**config.mk**
```make
export PLATFORM = sky130hd
export DESIGN_NAME = tff_bist_gen
export DESIGN_NICKNAME = d
export VERILOG_FILES = /design/src/rtl/tff_bist_pkg.sv /design/src/rtl/tff_bist_lfsr.sv /design/src/rtl/tff_bist_gen.sv
export SDC_FILE = /design/constraint.sdc
export NUM_CORES = 1
export LEC_CHECK = 0
export BUFFER_PORTS_ARGS = -buffer_cell sky130_fd_sc_hd__buf_2
export CAP_MARGIN = 20
export CORE_MARGIN = 2
export CORE_UTILIZATION = 25
export CTS_CLUSTER_DIAMETER = 100
export DETAILED_ROUTE_END_ITERATION = 10
export PLACE_DENSITY_LB_ADDON = 0.08
export SYNTH_ARGS = -nofsm -noshare
export SYNTH_HDL_FRONTEND = slang
export SYNTH_SLANG_ARGS = --single-unit
```
**constraint.sdc**
```tcl
create_clock -name clk -period 1.9 [get_ports clk]
set_input_delay 0.19 -clock clk [delete_from_list [all_inputs] [get_ports clk]]
set_output_delay 0.19 -clock clk [all_outputs]
set_load 0.1 [all_outputs]
```
**src/rtl/tff_bist_pkg.sv**
```systemverilog
// ---------------------------------------------------------------------------
// tff_bist_pkg
// Shared definitions for the T flip-flop BIST generator/checker.
//   bist_state_t : controller states
//   LFSR_TAPS    : feedback taps of x^8+x^6+x^5+x^4+1 (bits 7,5,4,3)
//   FAIL_SAT     : saturation value of the mismatch counter
//   sat_inc      : saturating increment for the mismatch counter
// ---------------------------------------------------------------------------
package tff_bist_pkg;

    typedef enum logic [2:0] {
        IDLE,
        INIT,
        RUN,
        DRAIN,
        DONE
    } bist_state_t;

    localparam logic [7:0] LFSR_TAPS = 8'b1011_1000;
    localparam logic [7:0] FAIL_SAT  = 8'd255;

    // Counter stops at FAIL_SAT instead of wrapping back to zero.
    function automatic logic [7:0] sat_inc(input logic [7:0] value);
        return (value == FAIL_SAT) ? value : value + 8'd1;
    endfunction

endpackage

```
**src/rtl/tff_bist_lfsr.sv**
```systemverilog
// ---------------------------------------------------------------------------
// tff_bist_lfsr
// Fibonacci LFSR that supplies the pseudo-random stimulus.
// Shifts left, feedback (XOR of tapped bits) enters at bit 0.
// Ports:
//   clk    in   clock
//   clear  in   synchronous active-high reset, reloads SEED
//   load   in   reload SEED (start of a run)
//   en     in   advance one step
//   value  out  current LFSR state
// ---------------------------------------------------------------------------
import tff_bist_pkg::*;

module tff_bist_lfsr #(
    parameter int                LFSR_W = 8,
    parameter logic [LFSR_W-1:0] SEED   = 8'hA5
) (
    input  logic              clk,
    input  logic              clear,
    input  logic              load,
    input  logic              en,
    output logic [LFSR_W-1:0] value
);

    localparam logic [LFSR_W-1:0] TAPS = LFSR_W'(LFSR_TAPS);

    logic feedback;

    assign feedback = ^(value & TAPS);

    // Reset and load both return to SEED so every run replays the same vectors.
    always_ff @(posedge clk) begin
        if (clear || load) begin
            value <= SEED;
        end else if (en) begin
            value <= {value[LFSR_W-2:0], feedback};
        end
    end

endmodule

```
**src/rtl/tff_bist_gen.sv**
```systemverilog
// ---------------------------------------------------------------------------
// tff_bist_gen
// BIST generator and response checker for one T flip-flop under test.
// A run is INIT (clear the DUT), N_PATTERNS random vectors, then DRAIN.
// An internal golden model tracks the expected q and every driven vector
// is checked two cycles after it was driven.
// Ports:
//   clk              in   clock
//   clear            in   synchronous active-high reset
//   start            in   run request, honoured only in IDLE or DONE
//   dut_q            in   q returned by the flip-flop under test
//   t_out            out  registered t stimulus
//   dut_clear        out  registered clear stimulus
//   busy             out  run in progress
//   done             out  run finished, held until next start or clear
//   fault_indicator  out  sticky mismatch flag for the current run
//   fail_count       out  saturating mismatch count
// ---------------------------------------------------------------------------
import tff_bist_pkg::*;

module tff_bist_gen #(
    parameter int                LFSR_W     = 8,
    parameter logic [LFSR_W-1:0] SEED       = 8'hA5,
    parameter int                N_PATTERNS = 200
) (
    input  logic       clk,
    input  logic       clear,
    input  logic       start,
    input  logic       dut_q,
    output logic       t_out,
    output logic       dut_clear,
    output logic       busy,
    output logic       done,
    output logic       fault_indicator,
    output logic [7:0] fail_count
);

    localparam logic [15:0] LAST_PAT = 16'(N_PATTERNS - 1);

    // Values below this limit have their top three bits all zero.
    localparam logic [LFSR_W-1:0] CLR_LIMIT = {3'b001, {(LFSR_W-3){1'b0}}};

    bist_state_t       state;
    bist_state_t       next_state;
    logic [LFSR_W-1:0] lfsr_val;
    logic [15:0]       pat_cnt;
    logic              start_accept;
    logic              lfsr_step;
    logic              t_next;
    logic              clr_next;
    logic              valid_next;
    logic              vec_valid;
    logic              cmp_valid;
    logic              exp_q;

    assign start_accept = ((state == IDLE) || (state == DONE)) && start;

    // The LFSR advances on every edge that latches a RUN vector, so the
    // vector just registered comes from the pre-step value.
    assign lfsr_step = (next_state == RUN);

    assign busy = (state == INIT) || (state == RUN) || (state == DRAIN);
    assign done = (state == DONE);

    tff_bist_lfsr #(
        .LFSR_W (LFSR_W),
        .SEED   (SEED)
    ) u_lfsr (
        .clk    (clk),
        .clear  (clear),
        .load   (start_accept),
        .en     (lfsr_step),
        .value  (lfsr_val)
    );

    // Controller next-state logic.
    always_comb begin
        next_state = state;
        case (state)
            IDLE:    if (start) next_state = INIT;
            INIT:    next_state = RUN;
            RUN:     if (pat_cnt == LAST_PAT) next_state = DRAIN;
            DRAIN:   next_state = DONE;
            DONE:    if (start) next_state = INIT;
            default: next_state = IDLE;
        endcase
    end

    always_ff @(posedge clk) begin
        if (clear) begin
            state <= IDLE;
        end else begin
            state <= next_state;
        end
    end

    // Vector for the coming cycle is chosen from the state being entered,
    // which keeps t_out/dut_clear registered yet aligned with the state.
    always_comb begin
        t_next     = 1'b0;
        clr_next   = 1'b0;
        valid_next = 1'b0;
        case (next_state)
            IDLE: begin
                clr_next = 1'b1;
            end
            INIT: begin
                clr_next   = 1'b1;
                valid_next = 1'b1;
            end
            RUN: begin
                t_next     = lfsr_val[0];
                clr_next   = (lfsr_val < CLR_LIMIT);
                valid_next = 1'b1;
            end
            default: begin
                t_next   = 1'b0;
                clr_next = 1'b0;
            end
        endcase
    end

    // Stimulus registers plus the two-stage valid pipeline: vec_valid marks
    // the vector being driven, cmp_valid marks the cycle its result is due.
    always_ff @(posedge clk) begin
        if (clear) begin
            t_out     <= 1'b0;
            dut_clear <= 1'b1;
            vec_valid <= 1'b0;
            cmp_valid <= 1'b0;
        end else begin
            t_out     <= t_next;
            dut_clear <= clr_next;
            vec_valid <= valid_next;
            cmp_valid <= vec_valid;
        end
    end

    // Pattern counter, counts RUN cycles within the current run.
    always_ff @(posedge clk) begin
        if (clear || start_accept) begin
            pat_cnt <= '0;
        end else if (state == RUN) begin
            pat_cnt <= pat_cnt + 16'd1;
        end
    end

    // Golden T flip-flop, samples the same vector the DUT samples.
    always_ff @(posedge clk) begin
        if (clear) begin
            exp_q <= 1'b0;
        end else if (dut_clear) begin
            exp_q <= 1'b0;
        end else if (t_out) begin
            exp_q <= ~exp_q;
        end
    end

    // Response check: results from the previous run are wiped on start.
    always_ff @(posedge clk) begin
        if (clear || start_accept) begin
            fault_indicator <= 1'b0;
            fail_count      <= '0;
        end else if (cmp_valid && (dut_q != exp_q)) begin
            fault_indicator <= 1'b1;
            fail_count      <= sat_inc(fail_count);
        end
    end

endmodule

```
# Word level (Yosys, flattened, before mapping)
# Cells that the tools add are included.
# totals
regBits,41
in_bits,4
out_inout_bits,13
word_cells,45
# classes
addsub,2
magnitude_cmp,1
eq_ne,9
n_mux,5
bitwise_logic,3
reduce_logical,15
# op_table
cell,count
$add A16 B1 Y16 const B,1
$eq A16 B8 Y1 const B,1
$pmux W3 S4,1
$reduce_or A2 Y1,5
$eq A3 B2 Y1 const B,3
$add A8 B1 Y8 const B,1
$eq A8 B8 Y1 const B,1
$lt A8 B6 Y1 const B,1
$reduce_xor A8 Y1,1
$eq A3 B1 Y1 const B,2
$logic_not A3 Y1,2
$mux W3,2
$logic_or A1 B1 Y1,4
$eq A3 B3 Y1 const B,1
$not A1 Y1,3
$logic_and A1 B1 Y1,2
$pmux W1 S2,1
$reduce_and A2 Y1,1
$mux W1,1
$ne A1 B1 Y1,1

# Depth between registers and ports, before layout
# depth
ltp_word,6
mapped_depth,7
depth_no_buf,5

# Modules after synthesis
# Synthesis repeated with hierarchy kept, for this count alone.
# unflattened
cells_unflattened,212
area_unflattened_um2,1876.8
# by_module_without_submodules
module,n_inst,cells_per_inst,area_per_inst_um2,seq_area_each_um2
tff_bist_gen,1,182,1552.7,660.6
tff_bist_lfsr,1,30,324.1,160.2

# Least setup slack after synthesis
# No wires, ideal clock.
# synth_timing
path_type,reg-to-output
startpoint,reg state[2]
endpoint,out done
arrival_ps,2540
required_ps,1710
path_slack_ps,-830
path_stages_with_launch,3
n_path_buf,0
cell_sequence,dfxtp_1 -> inv_1 -> nor3_1
# synth_via
elab_chain_len,1
# synth_lines
item,line,rtl
"start, declared",tff_bist_gen.sv:43,bist_state_t state;
"start signal, assigned",tff_bist_gen.sv:93,state <= next_state;
$eq A3 B3 Y1,tff_bist_gen.sv:63,assign done = (state == DONE);
"end, declared",tff_bist_gen.sv:33,"output logic done,"
# No other way between the ends.

# Worst setup path in the final report
# layout_timing
startpoint,reg pat_cnt[0]
endpoint,reg pat_cnt[10]
# layout_via
elab_chain_len,1
# layout_lines
item,line,rtl
"start, declared",tff_bist_gen.sv:46,logic [15:0] pat_cnt;
"start signal, assigned",tff_bist_gen.sv:144,pat_cnt <= pat_cnt + 16'd1;
$add A16 B1 Y16,tff_bist_gen.sv:144,
# No other way between the ends.
# A chain may end at the register's enable or synchronous reset.

==> results by group <==
Outcome
  – Run status: complete, no violations

CTS
  – Clock root buffer master: clkbuf_8
  – Clock Path Buffers: 2
  – Worst-path clk slew: 0.09 ns
  – Num CTS Buffers: 5
  – CTS tree: yes
  – Clk sink count: 41
  – Skew-Pair Late Insertion Delay: 0.30 ns
  – H-tree Lvls: 2
  – Setup Buffers After CTS: 0

Critical path
  – Reg-to-reg endpoint: pat_cnt[10]
  – Critical Path, Cell by Cell: ha_1, nor4bb_1, buf_4, nand4_1, or3_1, a21oi_1
  – Worst r2r src: pat_cnt[0]
  – CP peak stage delay: about 0.40 ns
  – Critical Path End: pat_cnt[10]
  – Register-to-register setup slack: 0.14 ns
  – Crit path launch: pat_cnt[0]
  – Crit. End Element: flop
  – CP Data Required Time: 2.12 ns
  – CP arrival: 1.98 ns
  – Family with the most delay on the worst path: simple AND/OR/NAND/NOR gates
  – Slowest-stage cell, CP: nor4bb_1
  – Crit Path Max Fanout: 6
  – Crit path buf inv count: 1
  – Number of cells on the critical path: 6
  – Crit path launch type: flop
  – Reg2reg path depth: 6
  – Kind of critical path: reg2reg

STA
  – Clk_skew: 0.01306 ns
  – Measured slew at the worst slew-check pin: around 0.5 ns
  – Max-slew headroom: 67.69%
  – Setup violations, final: 0
  – Final min period: approximately 1.8 ns
  – Max-slew violation count: 0
  – Crit share post-route: between 90% and 100%
  – Unrepaired setup endpoints after global routing: false
  – Final hold viol count: 0
  – Post-route setup slack: approximately 0.14 ns
  – Max Fclk: about 570 MHz
  – Setup TNS: 0 ns

Detailed routing
  – Vias: between 1500 and 2000
  – Via density: 4.596
  – DR iter-0 viols: approximately 40
  – DRT Pass-1 Iters: 4
  – WL per Instance: 12.68 µm
  – WL final: 4.235 mm
  – # DRC: 0
  – Antenna-violating nets left: 0

Global route
  – Gr ovfl total: 0
  – Largest net degree at the start of global routing: 14
  – First-pass GRT wire length: ~7.4 mm
  – Gr usage total: between 10 and 15%
  – Antenna violations before repair: 0
  – Vias in the first global route: 1536

Synthesis
  – Main synth FF type: dfxtp_1
  – Synth warnings: 0
  – Top post-synthesis cells by area: dfxtp_1, mux2i_1, nor2_1
  – Compound-Gate Fraction of Synth Area: 8.087%
  – Top-count cell post-synth: dfxtp_1
  – Synth cell count leaders: dfxtp_1, nor2_1, nand2_1
  – Post-synthesis sequential area ratio: 43.13%
  – Syn Nets: 215
  – Post-synthesis adder-cell area fraction: 1.315%
  – Cells after Synth: ~210
  – Synth area leader: dfxtp_1
  – Mux contribution to synthesized area: 8.416%
  – EDFF count, synth: 0
  – Largest family of logic cells by synthesized area: simple AND/OR/NAND/NOR gates
  – Cell area after synthesis: between 1500 and 2000 µm²
  – Yosys reg bits: 41
  – Post-synthesis simple-gate area fraction: between 20% and 30%
  – Xor/xnor share of the synthesized area: between 7 and 8%
  – Synth Area per Inst: 9.106 µm²
  – Yosys cell types: 42
  – Async set-reset flop share out of synthesis: 0%
  – Top-area cell type share of the netlist area: 43.13%

Floorplan
  – Die Ht: 91.25 µm
  – I/O pins: 17
  – Die span in x: 91.25 µm
  – Initial Util: 25.96%
  – Num rows: 31
  – Core area: 7331 µm²
  – Area of the die: 8327 µm²

Place
  – Hpwl dp: 3.080 mm
  – Port bufs: 16
  – GPL Wtd Cong: 0.7232
  – Dpl ws: between 0.09 and 0.1 ns

Power and ir drop
  – VDD IR max: roughly 0.0003 V
  – Leak Pwr: 0.9009 nW
  – Power Density: just under 800 nW/µm²

Cells and area
  – Register area: 835.8 µm²
  – Fin nets: 240
  – Synthesis-to-layout area growth: 18.41%
  – Share of cells above drive strength 1: 22.98%
  – Ant. Diodes: 0
  – Filler cells: 809
  – Multi-input logic area: 1008 µm²

Worst hold path
  – Worst Hold Class: in2reg

Run
  – Max-Cap Viols: 0
[state kept, by name, indices dropped and copies added, names as in the netlist]
| register | count |
|---|---|
| pat_cnt | 16 |
| fail_count | 8 |
| u_lfsr.value | 8 |
| state | 3 |
| cmp_valid | 1 |
| dut_clear | 1 |
| exp_q | 1 |
| fault_indicator | 1 |
| t_out | 1 |
| vec_valid | 1 |
[routing by layer]
layer  wire, µm  up-vias  track usage (%)
met2       1862       16            16.60
met1       2202      731            15.34
met3        117        5            3.154
met5          0        -                0
li1           -      783                -
met4         52        0            3.788
[logic make-up (layout without fill, tap and decap cells)]
kind of cell / after synthesis / count (layout)
AOI/OAI and AO/OA: 22 / 22
xor gates and xnor gates: 16 / 16
adders and majority gates: 2 / 2
buffers and inverters: 15 / 41
DFF: 41 / 41
muxes: 16 / 16
and+or+nand+nor: 97 / 97
[where the power goes]
part / total, mW / leakage, nW / internal, mW / switching [mW]
clock: 0.607 / 0.0488 / 0.297 / 0.311
sequential: 0.921 / 0.337 / 0.891 / 0.0306
combinational: 0.264 / 0.515 / 0.0937 / 0.170
total: 1.79 / 0.901 / 1.28 / 0.512
[through the flow]
step | instances | utilization, % | instance area (µm²) | total power, mW | hold WS [ns]
3_3_place_gp | 326 | 29.48 | 2161 | 1.211 | 0.4214
2_1_floorplan | 209 | - | 1926 | 1.149 | 0.3695
5_1_grt | 334 | 30.74 | 2253 | 1.895 | 0.2491
3_5_place_dp | 326 | 29.48 | 2161 | 1.209 | 0.4271
6_report | 334 | 30.74 | 2253 | 1.793 | 0.2302
4_1_cts | 334 | 30.74 | 2253 | 1.833 | 0.2238
[how the worst min path moves through the flow]
stage / startpoint / end / slack (ns) / depth (start not counted)
3_3_place_gp: vec_valid / cmp_valid / 0.42 / 1
3_5_place_dp: dut_clear / exp_q / 0.43 / 1
2_1_floorplan: clear / pat_cnt[11] / 0.37 / 2
6_report: clear / cmp_valid / 0.23 / 2
4_1_cts: clear / cmp_valid / 0.22 / 2
5_1_grt: clear / cmp_valid / 0.25 / 2
[what timing repair did]
item,CTS,global route
setup endpoints to repair,0,7
gates resized for setup,0,1
hold buffers,0,0
[layout make-up]
cell class	instances	share of cell area [%]
clock buffer	7	3.831
sequential	41	37.09
tap	99	5.497
inverter	4	0.6663
clock inverter	1	0.2776
timing repair buffer	29	7.884
multi-input combinational	153	44.75
[cell usage in the layout (no fill, tap or decap), drive strengths merged, types with 2 or more instances in the layout]
| cell type | Yosys | layout |
|---|---|---|
| a21oi | 5 | 5 |
| a31oi | 2 | 2 |
| and2 | 2 | 2 |
| and3 | 5 | 5 |
| and4 | 2 | 2 |
| buf | 8 | 29 |
| clkbuf | 3 | 7 |
| dfxtp | 41 | 41 |
| ha | 2 | 2 |
| inv | 4 | 5 |
| mux2i | 16 | 16 |
| nand2 | 17 | 17 |
| nand3 | 8 | 8 |
| nand4 | 9 | 9 |
| nor2 | 30 | 30 |
| nor3 | 6 | 6 |
| nor3b | 2 | 2 |
| nor4 | 2 | 2 |
| o211ai | 2 | 2 |
| o21ai | 4 | 4 |
| o21ba | 2 | 2 |
| o31ai | 2 | 2 |
| or2 | 2 | 2 |
| or3 | 6 | 6 |
| or4 | 2 | 2 |
| xnor2 | 6 | 6 |
| xor2 | 10 | 10 |
No activity file was read; power rests on OpenSTA's default activity.
